--- src/rtl/sys_cmd_decoder_pkg.sv ---
// Shared constants for the UART command-frame decoder: byte width, command codes,
// FSM state encoding and the fixed operand register addresses.
package sys_cmd_decoder_pkg;

  localparam int WIDTH = 8;

  localparam logic [7:0] CMD_WR      = 8'hAA;
  localparam logic [7:0] CMD_RD      = 8'hBB;
  localparam logic [7:0] CMD_ALU_OP  = 8'hCC;
  localparam logic [7:0] CMD_ALU_NOP = 8'hDD;

  localparam int REG_OPA = 0;
  localparam int REG_OPB = 1;

  typedef enum logic [2:0] {
    ST_IDLE,
    ST_WR_ADDR,
    ST_WR_DATA,
    ST_RD_ADDR,
    ST_OP_A,
    ST_OP_B,
    ST_ALU_FUN
  } state_t;

endpackage

--- src/rtl/sys_cmd_decoder.sv ---
// Parses synchronized UART command frames into one-cycle register-file and ALU strobes.
// Every output is a flop; payload bytes are never interpreted as commands.
module sys_cmd_decoder #(
  parameter int WIDTH      = sys_cmd_decoder_pkg::WIDTH,
  parameter int ADDR_WIDTH = 4,
  parameter int FUN_WIDTH  = 4
) (
  input  logic                  i_clk,
  input  logic                  i_rst,
  input  logic [WIDTH-1:0]      i_rx_data,
  input  logic                  i_rx_valid,
  output logic                  o_rf_wr_en,
  output logic                  o_rf_rd_en,
  output logic [ADDR_WIDTH-1:0] o_rf_addr,
  output logic [WIDTH-1:0]      o_rf_wr_data,
  output logic                  o_alu_en,
  output logic [FUN_WIDTH-1:0]  o_alu_fun,
  output logic                  o_frame_err,
  output logic                  o_busy
);
  import sys_cmd_decoder_pkg::*;

  state_t                state;
  logic [ADDR_WIDTH-1:0] addr_lat;
  logic [7:0]            cmd_byte;

  assign cmd_byte = i_rx_data[7:0];

  always_ff @(posedge i_clk or negedge i_rst) begin
    if (!i_rst) begin
      state        <= ST_IDLE;
      addr_lat     <= '0;
      o_rf_wr_en   <= 1'b0;
      o_rf_rd_en   <= 1'b0;
      o_rf_addr    <= '0;
      o_rf_wr_data <= '0;
      o_alu_en     <= 1'b0;
      o_alu_fun    <= '0;
      o_frame_err  <= 1'b0;
      o_busy       <= 1'b0;
    end else begin
      // Strobes default low; qualified data outputs keep their last value.
      o_rf_wr_en  <= 1'b0;
      o_rf_rd_en  <= 1'b0;
      o_alu_en    <= 1'b0;
      o_frame_err <= 1'b0;
      if (i_rx_valid) begin
        case (state)
          ST_IDLE: begin
            case (cmd_byte)
              CMD_WR: begin
                state  <= ST_WR_ADDR;
                o_busy <= 1'b1;
              end
              CMD_RD: begin
                state  <= ST_RD_ADDR;
                o_busy <= 1'b1;
              end
              CMD_ALU_OP: begin
                state  <= ST_OP_A;
                o_busy <= 1'b1;
              end
              CMD_ALU_NOP: begin
                state  <= ST_ALU_FUN;
                o_busy <= 1'b1;
              end
              default: o_frame_err <= 1'b1;
            endcase
          end
          ST_WR_ADDR: begin
            addr_lat <= i_rx_data[ADDR_WIDTH-1:0];
            state    <= ST_WR_DATA;
          end
          ST_WR_DATA: begin
            o_rf_wr_en   <= 1'b1;
            o_rf_addr    <= addr_lat;
            o_rf_wr_data <= i_rx_data;
            state        <= ST_IDLE;
            o_busy       <= 1'b0;
          end
          ST_RD_ADDR: begin
            o_rf_rd_en <= 1'b1;
            o_rf_addr  <= i_rx_data[ADDR_WIDTH-1:0];
            state      <= ST_IDLE;
            o_busy     <= 1'b0;
          end
          ST_OP_A: begin
            o_rf_wr_en   <= 1'b1;
            o_rf_addr    <= ADDR_WIDTH'(REG_OPA);
            o_rf_wr_data <= i_rx_data;
            state        <= ST_OP_B;
          end
          ST_OP_B: begin
            o_rf_wr_en   <= 1'b1;
            o_rf_addr    <= ADDR_WIDTH'(REG_OPB);
            o_rf_wr_data <= i_rx_data;
            state        <= ST_ALU_FUN;
          end
          ST_ALU_FUN: begin
            o_alu_en  <= 1'b1;
            o_alu_fun <= i_rx_data[FUN_WIDTH-1:0];
            state     <= ST_IDLE;
            o_busy    <= 1'b0;
          end
          default: begin
            state  <= ST_IDLE;
            o_busy <= 1'b0;
          end
        endcase
      end
    end
  end

endmodule

--- config.mk ---
export PLATFORM = sky130hd
export DESIGN_NAME = sys_cmd_decoder
export DESIGN_NICKNAME = d
export VERILOG_FILES = /design/src/rtl/sys_cmd_decoder_pkg.sv /design/src/rtl/sys_cmd_decoder.sv
export SDC_FILE = /design/constraint.sdc
export NUM_CORES = 1
export LEC_CHECK = 0
export BUFFER_PORTS_ARGS = -buffer_cell sky130_fd_sc_hd__buf_2
export CAP_MARGIN = 15
export CORE_MARGIN = 2
export CORE_UTILIZATION = 50
export CTS_CLUSTER_DIAMETER = 100
export DETAILED_ROUTE_END_ITERATION = 16
export PLACE_DENSITY = 0.8
export SYNTH_ARGS = -nofsm -noshare
export SYNTH_HDL_FRONTEND = slang
export SYNTH_SLANG_ARGS = --single-unit
export TNS_END_PERCENT = 5
--- constraint.sdc ---
create_clock -name i_clk -period 3.21 [get_ports i_clk]
set_clock_uncertainty 0.05 [all_clocks]
set_input_delay 0.642 -clock i_clk [delete_from_list [all_inputs] [get_ports i_clk]]
set_output_delay 0.642 -clock i_clk [all_outputs]
set_load 0.05 [all_outputs]
==> impl_metrics.py, run 1 <==
metrics = {
    "cts": {
        "cts_tree": "done",
        "max-clock-path-buffers": 2,
        "cts_buffers": 3,
        "clk_pin_slew_ns": 0.15,
        "clk_latency_ns": 0.31,
        "h-tree-depth": 1,
        "postCtsSetupBuffers": 0,
        "clockRootBuffer": "clkbuf_4",
        "cts_hold_buffers": 0,
        "cts-resized-gates": 0,
        "clock-sinks": 28,
    },
    "pwr": {
        "sw_frac_of_total": 0.4795,
        "p_clk_frac": 0.103,
        "comb_power_share": 0.521,
        "ir_worst_vdd_uv": 732.0,
        "power_per_cell_area_nw_per_um2": 1095,
        "p_switching_uw": 770.9,
        "p_seq_frac": 0.376,
        "leakagePower_nw": 0.7588,
        "power.total_mw": 1.608,
        "p_int_uw": 836.8,
    },
    "detailed_routing": {
        "first_pass_iters": 4,
        "drc": 0,
        "antenna_left": 0,
        "vias": 898,
        "avgViaCountPerCell": 5.282,
        "drtIter0Drc": 18,
        "wl_um": 2380,
        "routedWlPerCell_um": 14.00,
    },
    "timing": {
        "finalSetupViolCount": 0,
        "final_max_slew_viol_count": 0,
        "min_period_ns": 1.818,
        "slew_headroom": 0.6047,
        "setup_tns_ns": 0,
        "grt_setup_unrepaired": "false",
        "hold_viol_final": 0,
        "finalCritPeriodShare": 0.5663,
        "fmax_mhz": 550.1,
        "worst_pin_slew_ns": 0.5929,
    },
    "worst_setup_path": {
        "r2r-start": "state[1]",
        "r2r_cells": 4,
        "cp.required_ns": 3.37,
        "critPathCaptureType": "register",
        "slowest_delay_ns": 0.55,
        "path_max_fanout": 11,
        "slowest_stage": "dfrtp_1",
        "cp_data_arrival_time_ns": 1.98,
        "critPathBufInv": 0,
        "path_class": "register to register",
        "worst_setup_path_start_kind": "register",
        "crit_chain": "xor2_2, nand2_2, a21o_1, mux2_4",
        "worstReg2RegEnd": "o_rf_wr_data[3]",
        "r2r_setup_slack_ns": 1.39,
        "path_delay_family": "flip-flops",
    },
    "logic_synthesis": {
        "netlist.area_leader.share": 0.5469,
        "synth_flop_cell": "dfrtp_1",
        "synth_cells": 111,
        "syn_area_um2": 1281,
        "yosys.area.top_type": "dfrtp_1",
        "yosys-top-cells-area": "dfrtp_1, mux2_4, mux2_2, o21ai_0, nor2_1",
        "syn-num-nets": 122,
        "ys_ff_latch": 28,
        "synth-async-reset-ratio": 1.000,
        "synth_cell_type_count": 31,
        "avgSynthCellArea_um2": 11.54,
        "yosysWarnings": 0,
        "synth_edf_count": 0,
        "seq_area_frac_synth": 0.5469,
    },
    "die": {
        "initial_core_util": 0.5219,
        "die_y_um": 54.62,
        "core_area_um2": 2455,
        "std_cell_rows": 18,
        "die_w_um": 54.62,
        "dieArea_um2": 2983,
        "pin_count": 32,
    },
    "placed_design": {
        "portBuffers": 31,
        "dp.cells": 166,
        "placed_area_um2": 1431,
        "place_congestion": 0.8818,
        "hpwl_um": 1776,
    },
    "finish": {
        "final_common_cell": "buf_2",
        "stdcell_count": 170,
        "postLayoutCellArea_um2": 1468,
        "drive_gt1_frac": 0.3643,
        "layout_common_cells": "buf_2, dfrtp_1, nor2_1",
        "fin_nets": 152,
        "syn_to_final_growth_pct": 14.55,
        "post-route-util": 0.5979,
        "diodes": 0,
    },
    "outcome": {
        "status": "complete, no violations",
    },
    "grt": {
        "grt_antenna_before_repair": 0,
        "grt_usage": 0.1920,
        "grt_max_degree": 29,
        "grt_pass1_wl_um": 4064,
        "grt_pass1_vias": 912,
        "gr-total-overflow": 0,
    },
    "flow_run": {
        "cap_violations": 0,
    },
    "worst_hold_path": {
        "min_path_type": "primary input to asynchronous set/reset pin",
    },
}
worst max-delay path by stage:
stage / startpoint / endpoint / slack, ns / cells past startpoint
final: state[1] / o_rf_wr_data[3] / 1.39 / 4
after global routing: state[1] / o_rf_wr_data[6] / 1.31 / 4
after CTS: state[1] / o_rf_wr_data[3] / 1.39 / 4
after detailed placement: i_rx_data[2] / state[0] / 1.31 / 5
after global placement: i_rx_valid / o_rf_wr_data[5] / 1.35 / 4
after floorplan: i_rx_valid / o_alu_fun[0] / 1.57 / 4
sequential cells by signal, summed over array words and instances, names as in the netlist:
signal and cells:
addr_lat 4, o_alu_en 1, o_alu_fun 4, o_busy 1
o_frame_err 1, o_rf_addr 4, o_rf_rd_en 1, o_rf_wr_data 8
o_rf_wr_en 1, state 3
worst reg2reg max path, delay by kind of cell, from the launching register on:
kind                      cells  cell delay (ns)
AOI/OAI and AO/OA             1             0.42
and+or+nand+nor               1             0.13
xor gates and xnor gates      1             0.23
DFF                           1             0.55
muxes                         1             0.35
final cells by class:
class	count	area, µm²
well taps	30	37.54
clock buffers	4	36.28
fillers	211	987.2
flip-flops and latches	28	700.7
repair buffers	31	155.1
inverters	7	26.28
multi-input cells	70	511.7
per-stage QoR:
stage	hold WS [ns]	setup WS (ns)
floorplan	0.2964	1.568
global placement	0.4076	1.351
detailed placement	0.4173	1.307
CTS	0.2808	1.394
global route	0.2989	1.312
finish	0.2523	1.392
cell usage after synthesis (all sizes together) (3+ instances only):
cell and number:
a21oi 4, a31oi 3, and2 3, buf 4, dfrtp 28, inv 7
mux2 13, nand2 7, nor2 10, o21ai 9
routing by layer:
layer / global-route usage / part of all wire / wire [µm]
met4: 0.06250 / 0.0071 / 17
met1: 0.2597 / 0.47 / 1115
met3: 0.02459 / 0.042 / 101
met5: 0 / 0 / 0
met2: 0.3175 / 0.48 / 1145
cell families (layout without fill, tap and decap cells):
group           count (synthesis)  count (layout)  synth area share
xor+xnor                        1               1           0.01270
mux                            14              14            0.1455
flops                          28              28            0.5469
compound gates                 23              23            0.1094
simple gates                   32              32            0.1318
buf+inv                        13              42           0.05371
power groups by stage:
stage | combinational [mW] | sequential, mW | clock (mW)
after CTS | 0.844 | 0.604 | 0.170
after global routing | 0.890 | 0.626 | 0.187
after detailed placement | 0.840 | 0.611 | 0
final | 0.837 | 0.604 | 0.166
after global placement | 0.831 | 0.599 | 0
after floorplan | 0.330 | 0.960 | 0
Note: power is estimated with default switching activity, not from simulation.
==> run 2: changes to the inputs <==
- clock period: 3.21 -> 1.7 ns (I/O delays scaled with it)
==> impl_metrics.py, run 2 (synthesis results as in run 1) <==
metrics = {
    "outcome": {
        "status": "complete, no violations",
    },
    "cts": {
        "h-tree-depth": 1,
        "clk_latency_ns": 0.31,
        "max-clock-path-buffers": 2,
        "postCtsSetupBuffers": 0,
        "clock-sinks": 28,
        "cts_tree": "done",
        "clockRootBuffer": "clkbuf_4",
        "clk_pin_slew_ns": 0.14,
        "cts_buffers": 3,
    },
    "detailed_routing": {
        "routedWlPerCell_um": 13.87,
        "drtIter0Drc": 24,
        "first_pass_iters": 4,
        "avgViaCountPerCell": 5.480,
        "drc": 0,
        "antenna_left": 0,
        "wl_um": 2399,
        "vias": 948,
    },
    "finish": {
        "stdcell_count": 173,
        "regMostFlops": "o_rf_wr_data",
        "fin_nets": 156,
        "drive_gt1_frac": 0.3776,
        "final_common_cell": "buf_2",
        "syn_to_final_growth_pct": 16.11,
        "layout_common_cells": "buf_2, dfrtp_1, nor2_1",
        "multi_input_area_um2": 513.0,
        "register_area_um2": 700.7,
        "largest_reg_flops": 8,
        "diodes": 0,
        "filler_cell_count": 230,
    },
    "worst_setup_path": {
        "critPathCaptureType": "register",
        "r2r_setup_slack_ns": 0.11,
        "cp.required_ns": 1.85,
        "r2r-start": "state[1]",
        "worstReg2RegEnd": "addr_lat[1]",
        "cp_data_arrival_time_ns": 1.74,
        "slowest_stage": "dfrtp_1",
        "path_max_fanout": 9,
        "critPathBufInv": 1,
        "slowest_delay_ns": 0.44,
        "crit_chain": "buf_4, nor2_1, and3_1, mux2_2",
        "worst_setup_path_start_kind": "register",
        "path_delay_family": "simple AND/OR/NAND/NOR gates",
        "r2r_cells": 4,
        "path_class": "register to register",
    },
    "placed_design": {
        "place_congestion": 0.9634,
        "portBuffers": 31,
        "hpwl_um": 1817,
        "dp.cells": 169,
    },
    "worst_hold_path": {
        "min-delay-start": "i_rx_data[6]",
        "whs_path_depth": 2,
        "min_path_type": "primary input to register",
        "holdPathEnd": "o_rf_wr_data[6]",
    },
    "die": {
        "die_y_um": 54.62,
        "core_area_um2": 2455,
        "dieArea_um2": 2983,
        "die_w_um": 54.62,
        "initial_core_util": 0.5219,
        "pin_count": 32,
        "std_cell_rows": 18,
    },
    "timing": {
        "min_period_ns": 1.590,
        "finalCritPeriodShare": 0.9352,
        "final_max_slew_viol_count": 0,
        "setup_tns_ns": 0,
        "finalSetupViolCount": 0,
        "slew_headroom": 0.6051,
        "hold_viol_final": 0,
        "fmax_mhz": 629.0,
        "grt_setup_unrepaired": "false",
        "worst_pin_slew_ns": 0.5923,
    },
    "grt": {
        "grt_max_degree": 29,
        "gr-total-overflow": 0,
        "grt_usage": 0.1854,
        "grt_antenna_before_repair": 0,
        "grt_pass1_vias": 928,
        "grt_pass1_wl_um": 3967,
    },
    "pwr": {
        "power_per_cell_area_nw_per_um2": 2019,
        "leakagePower_nw": 0.7703,
        "ir_worst_vdd_uv": 1330,
        "power.total_mw": 3.003,
    },
    "flow_run": {
        "cap_violations": 0,
    },
}
[run 2: changes by cell type in the layout (fill, tap and decap cells not counted)]
cell,previous run,this run
a21o_1,1,0
a21o_2,0,1
buf_4,0,3
clkbuf_8,1,0
dlygate4sd3_1,0,1
[run 2: cell type report]
| class | count | area share |
|---|---|---|
| Multi-Input combinational cell | 70 | 0.3448 |
| Clock buffer | 3 | 0.01514 |
| Sequential cell | 28 | 0.4710 |
| Timing Repair Buffer | 35 | 0.1262 |
| Inverter | 7 | 0.01766 |
| Tap cell | 30 | 0.02523 |
[run 2: worst max-delay path by stage]
stage,from,to,cells past startpoint
floorplan,state[1],o_rf_wr_data[0],6
global route,state[1],addr_lat[0],4
finish,state[1],addr_lat[1],4
CTS,state[1],o_rf_wr_data[5],4
global placement,i_rx_data[2],o_busy,5
detailed placement,state[1],o_rf_wr_data[5],4
[run 2: where the power goes]
group	switching (mW)	internal, mW	total [mW]
Clock	0.171	0.0826	0.253
Combinational	1.11	0.526	1.63
Sequential	0.174	0.943	1.12
Total	1.45	1.55	3.00
[run 2: repair_timing]
action | 4_1_cts | 5_1_grt
hold endpoints to repair | 28 | 0
setup endpoints to repair | 0 | 8
hold buffers | 1 | 0
resized for setup | 0 | 1
[run 2: per-stage QoR]
step,cell area (µm²),hold WS (ns),setup WS (ns),utilization
6_report,1488,0.2412,0.1102,0.6060
5_1_grt,1488,0.2114,0.03824,0.6060
4_1_cts,1486,0.2163,0.03564,0.6055
3_5_place_dp,1454,0.3328,0.04580,0.5923
3_3_place_gp,1454,0.3283,0.08689,0.5923
2_1_floorplan,1281,-0.005591,0.1959,-
[run 2: layer usage]
metal,up-vias,wire (µm),GRT usage
met5,-,0,0
met2,34,1179,0.3294
met3,2,121,0.02459
met4,0,13,0.05000
met1,459,1085,0.2345
li1,453,-,-
==> run 3: changes to the inputs <==
- CELL_PAD_IN_SITES_DETAIL_PLACEMENT: default -> 0
- CELL_PAD_IN_SITES_GLOBAL_PLACEMENT: default -> 2
- CORE_UTILIZATION: 50 -> 33
- PLACE_DENSITY: 0.8 -> 0.82
- TNS_END_PERCENT: 5 -> default
==> impl_metrics.py, run 3 (synthesis results as in run 1) <==
metrics = {
    "outcome": {
        "status": "complete, no violations",
    },
    "timing": {
        "final_max_slew_viol_count": 0,
        "finalCritPeriodShare": 0.9356,
        "setup_tns_ns": 0,
        "worst_pin_slew_ns": 0.6200,
        "grt_setup_unrepaired": "false",
        "fmax_mhz": 628.7,
        "min_period_ns": 1.591,
        "hold_viol_final": 0,
        "setup_ws_ns": 0.1095,
        "slew_headroom": 0.5867,
        "finalSetupViolCount": 0,
    },
    "finish": {
        "stdcell_count": 194,
        "layout_common_cells": "buf_2, dfrtp_1, nor2_1",
        "syn_to_final_growth_pct": 22.56,
        "drive_gt1_frac": 0.3904,
        "final_common_cell": "buf_2",
        "diodes": 0,
        "postLayoutCellArea_um2": 1570,
        "multi_input_area_um2": 511.7,
        "regMostFlops": "o_rf_wr_data",
        "register_area_um2": 700.7,
        "largest_reg_flops": 8,
        "fin_nets": 158,
        "filler_cell_count": 361,
    },
    "detailed_routing": {
        "routedWlPerCell_um": 12.91,
        "drtIter0Drc": 31,
        "antenna_left": 0,
        "avgViaCountPerCell": 4.856,
        "vias": 942,
        "wl_um": 2505,
        "first_pass_iters": 4,
        "drc": 0,
    },
    "grt": {
        "grt_max_degree": 29,
        "grt_pass1_vias": 887,
        "grt_antenna_before_repair": 0,
        "grt_usage": 0.1219,
        "grt_pass1_wl_um": 4112,
        "gr-total-overflow": 0,
    },
    "cts": {
        "h-tree-depth": 1,
        "cts_hold_buffers": 0,
        "clock-sinks": 28,
        "cts-resized-gates": 0,
        "cts_buffers": 3,
        "postCtsSetupBuffers": 0,
        "cts_tree": "done",
        "clk_pin_slew_ns": 0.10,
        "max-clock-path-buffers": 2,
        "clk_latency_ns": 0.27,
        "clockRootBuffer": "clkbuf_8",
    },
    "placed_design": {
        "dp_slack_ns": 0.1280,
        "placed_area_um2": 1499,
        "hpwl_um": 1939,
        "dp.cells": 190,
        "place_congestion": 0.7725,
        "portBuffers": 31,
    },
    "die": {
        "die_y_um": 66.31,
        "dieArea_um2": 4397,
        "die_w_um": 66.31,
        "std_cell_rows": 22,
        "pin_count": 32,
        "initial_core_util": 0.3474,
        "core_area_um2": 3689,
    },
    "worst_setup_path": {
        "critPathCaptureType": "register",
        "cp.required_ns": 1.82,
        "slowest_delay_ns": 0.42,
        "critPathBufInv": 1,
        "path_max_fanout": 9,
        "worst_setup_path_start_kind": "register",
        "path_class": "register to register",
        "slowest_stage": "dfrtp_1",
        "crit_chain": "buf_4, nor2_1, and3_1, mux2_2",
        "path_delay_family": "simple AND/OR/NAND/NOR gates",
        "cp_data_arrival_time_ns": 1.71,
    },
    "pwr": {
        "leakagePower_nw": 0.8022,
        "power.total_mw": 3.276,
        "ir_worst_vdd_uv": 1058,
        "power_per_cell_area_nw_per_um2": 2086,
    },
    "worst_hold_path": {
        "min_path_type": "primary input to asynchronous set/reset pin",
    },
    "flow_run": {
        "cap_violations": 0,
    },
}
run 3: cell types whose count changed in the layout (fill, tap and decap cells not counted), sizes merged:
cell	before	now
buf	34	37
bufinv	0	1
dlygate4sd3	1	0
run 3: worst register-to-register path, delay by kind of cell (launching register included):
| family | cells | cell delay [ns] |
|---|---|---|
| buffers and inverters | 1 | 0.18 |
| flip-flops | 1 | 0.42 |
| multiplexers | 1 | 0.36 |
| AND/OR/NAND/NOR | 2 | 0.47 |
run 3: where the power goes:
| group | internal, mW | switching [mW] |
|---|---|---|
| Clock | 0.315 | 0.207 |
| Combinational | 0.541 | 1.10 |
| Sequential | 0.944 | 0.168 |
| Total | 1.80 | 1.48 |
run 3: final cells by class:
cell class	count	area share
inverters	7	0.01673
clock inverters	1	0.01912
multi-input cells	70	0.3259
well taps	48	0.03825
flip-flops and latches	28	0.4462
repair buffers	37	0.1275
clock buffers	3	0.02629
run 3: through the flow:
stage	hold WS, ns	util
5_1_grt	0.05645	0.4257
3_5_place_dp	0.3459	0.4064
4_1_cts	0.03253	0.4257
6_report	0.01498	0.4257
2_1_floorplan	-0.005591	-
3_3_place_gp	0.3367	0.4064
run 3: layer usage:
metal  global-route usage  vias up  part of all wire  wire, µm
met4              0.03061        0            0.0096        24
met2               0.2025       22              0.49      1221
met1               0.1546      463              0.45      1138
met5                    0        -                 0         0
li1                     -      452                 -         -
met3              0.03578        5             0.048       121
run 3: path summary, 6_finish.rpt:
path                                    from         endpoint  slack, ns  cells after the start
worst min register to register  o_alu_fun[1]     o_alu_fun[1]       0.43                      2
worst min-delay path                   i_rst         o_alu_en       0.01                      1
max in group asynchronous              i_rst         state[1]       1.18                      1
worst max register to register      state[1]      addr_lat[0]       0.11                      4
worst max-delay path                state[1]      addr_lat[0]       0.11                      4
min in group i_clk              i_rx_data[7]  o_rf_wr_data[7]       0.26                      2
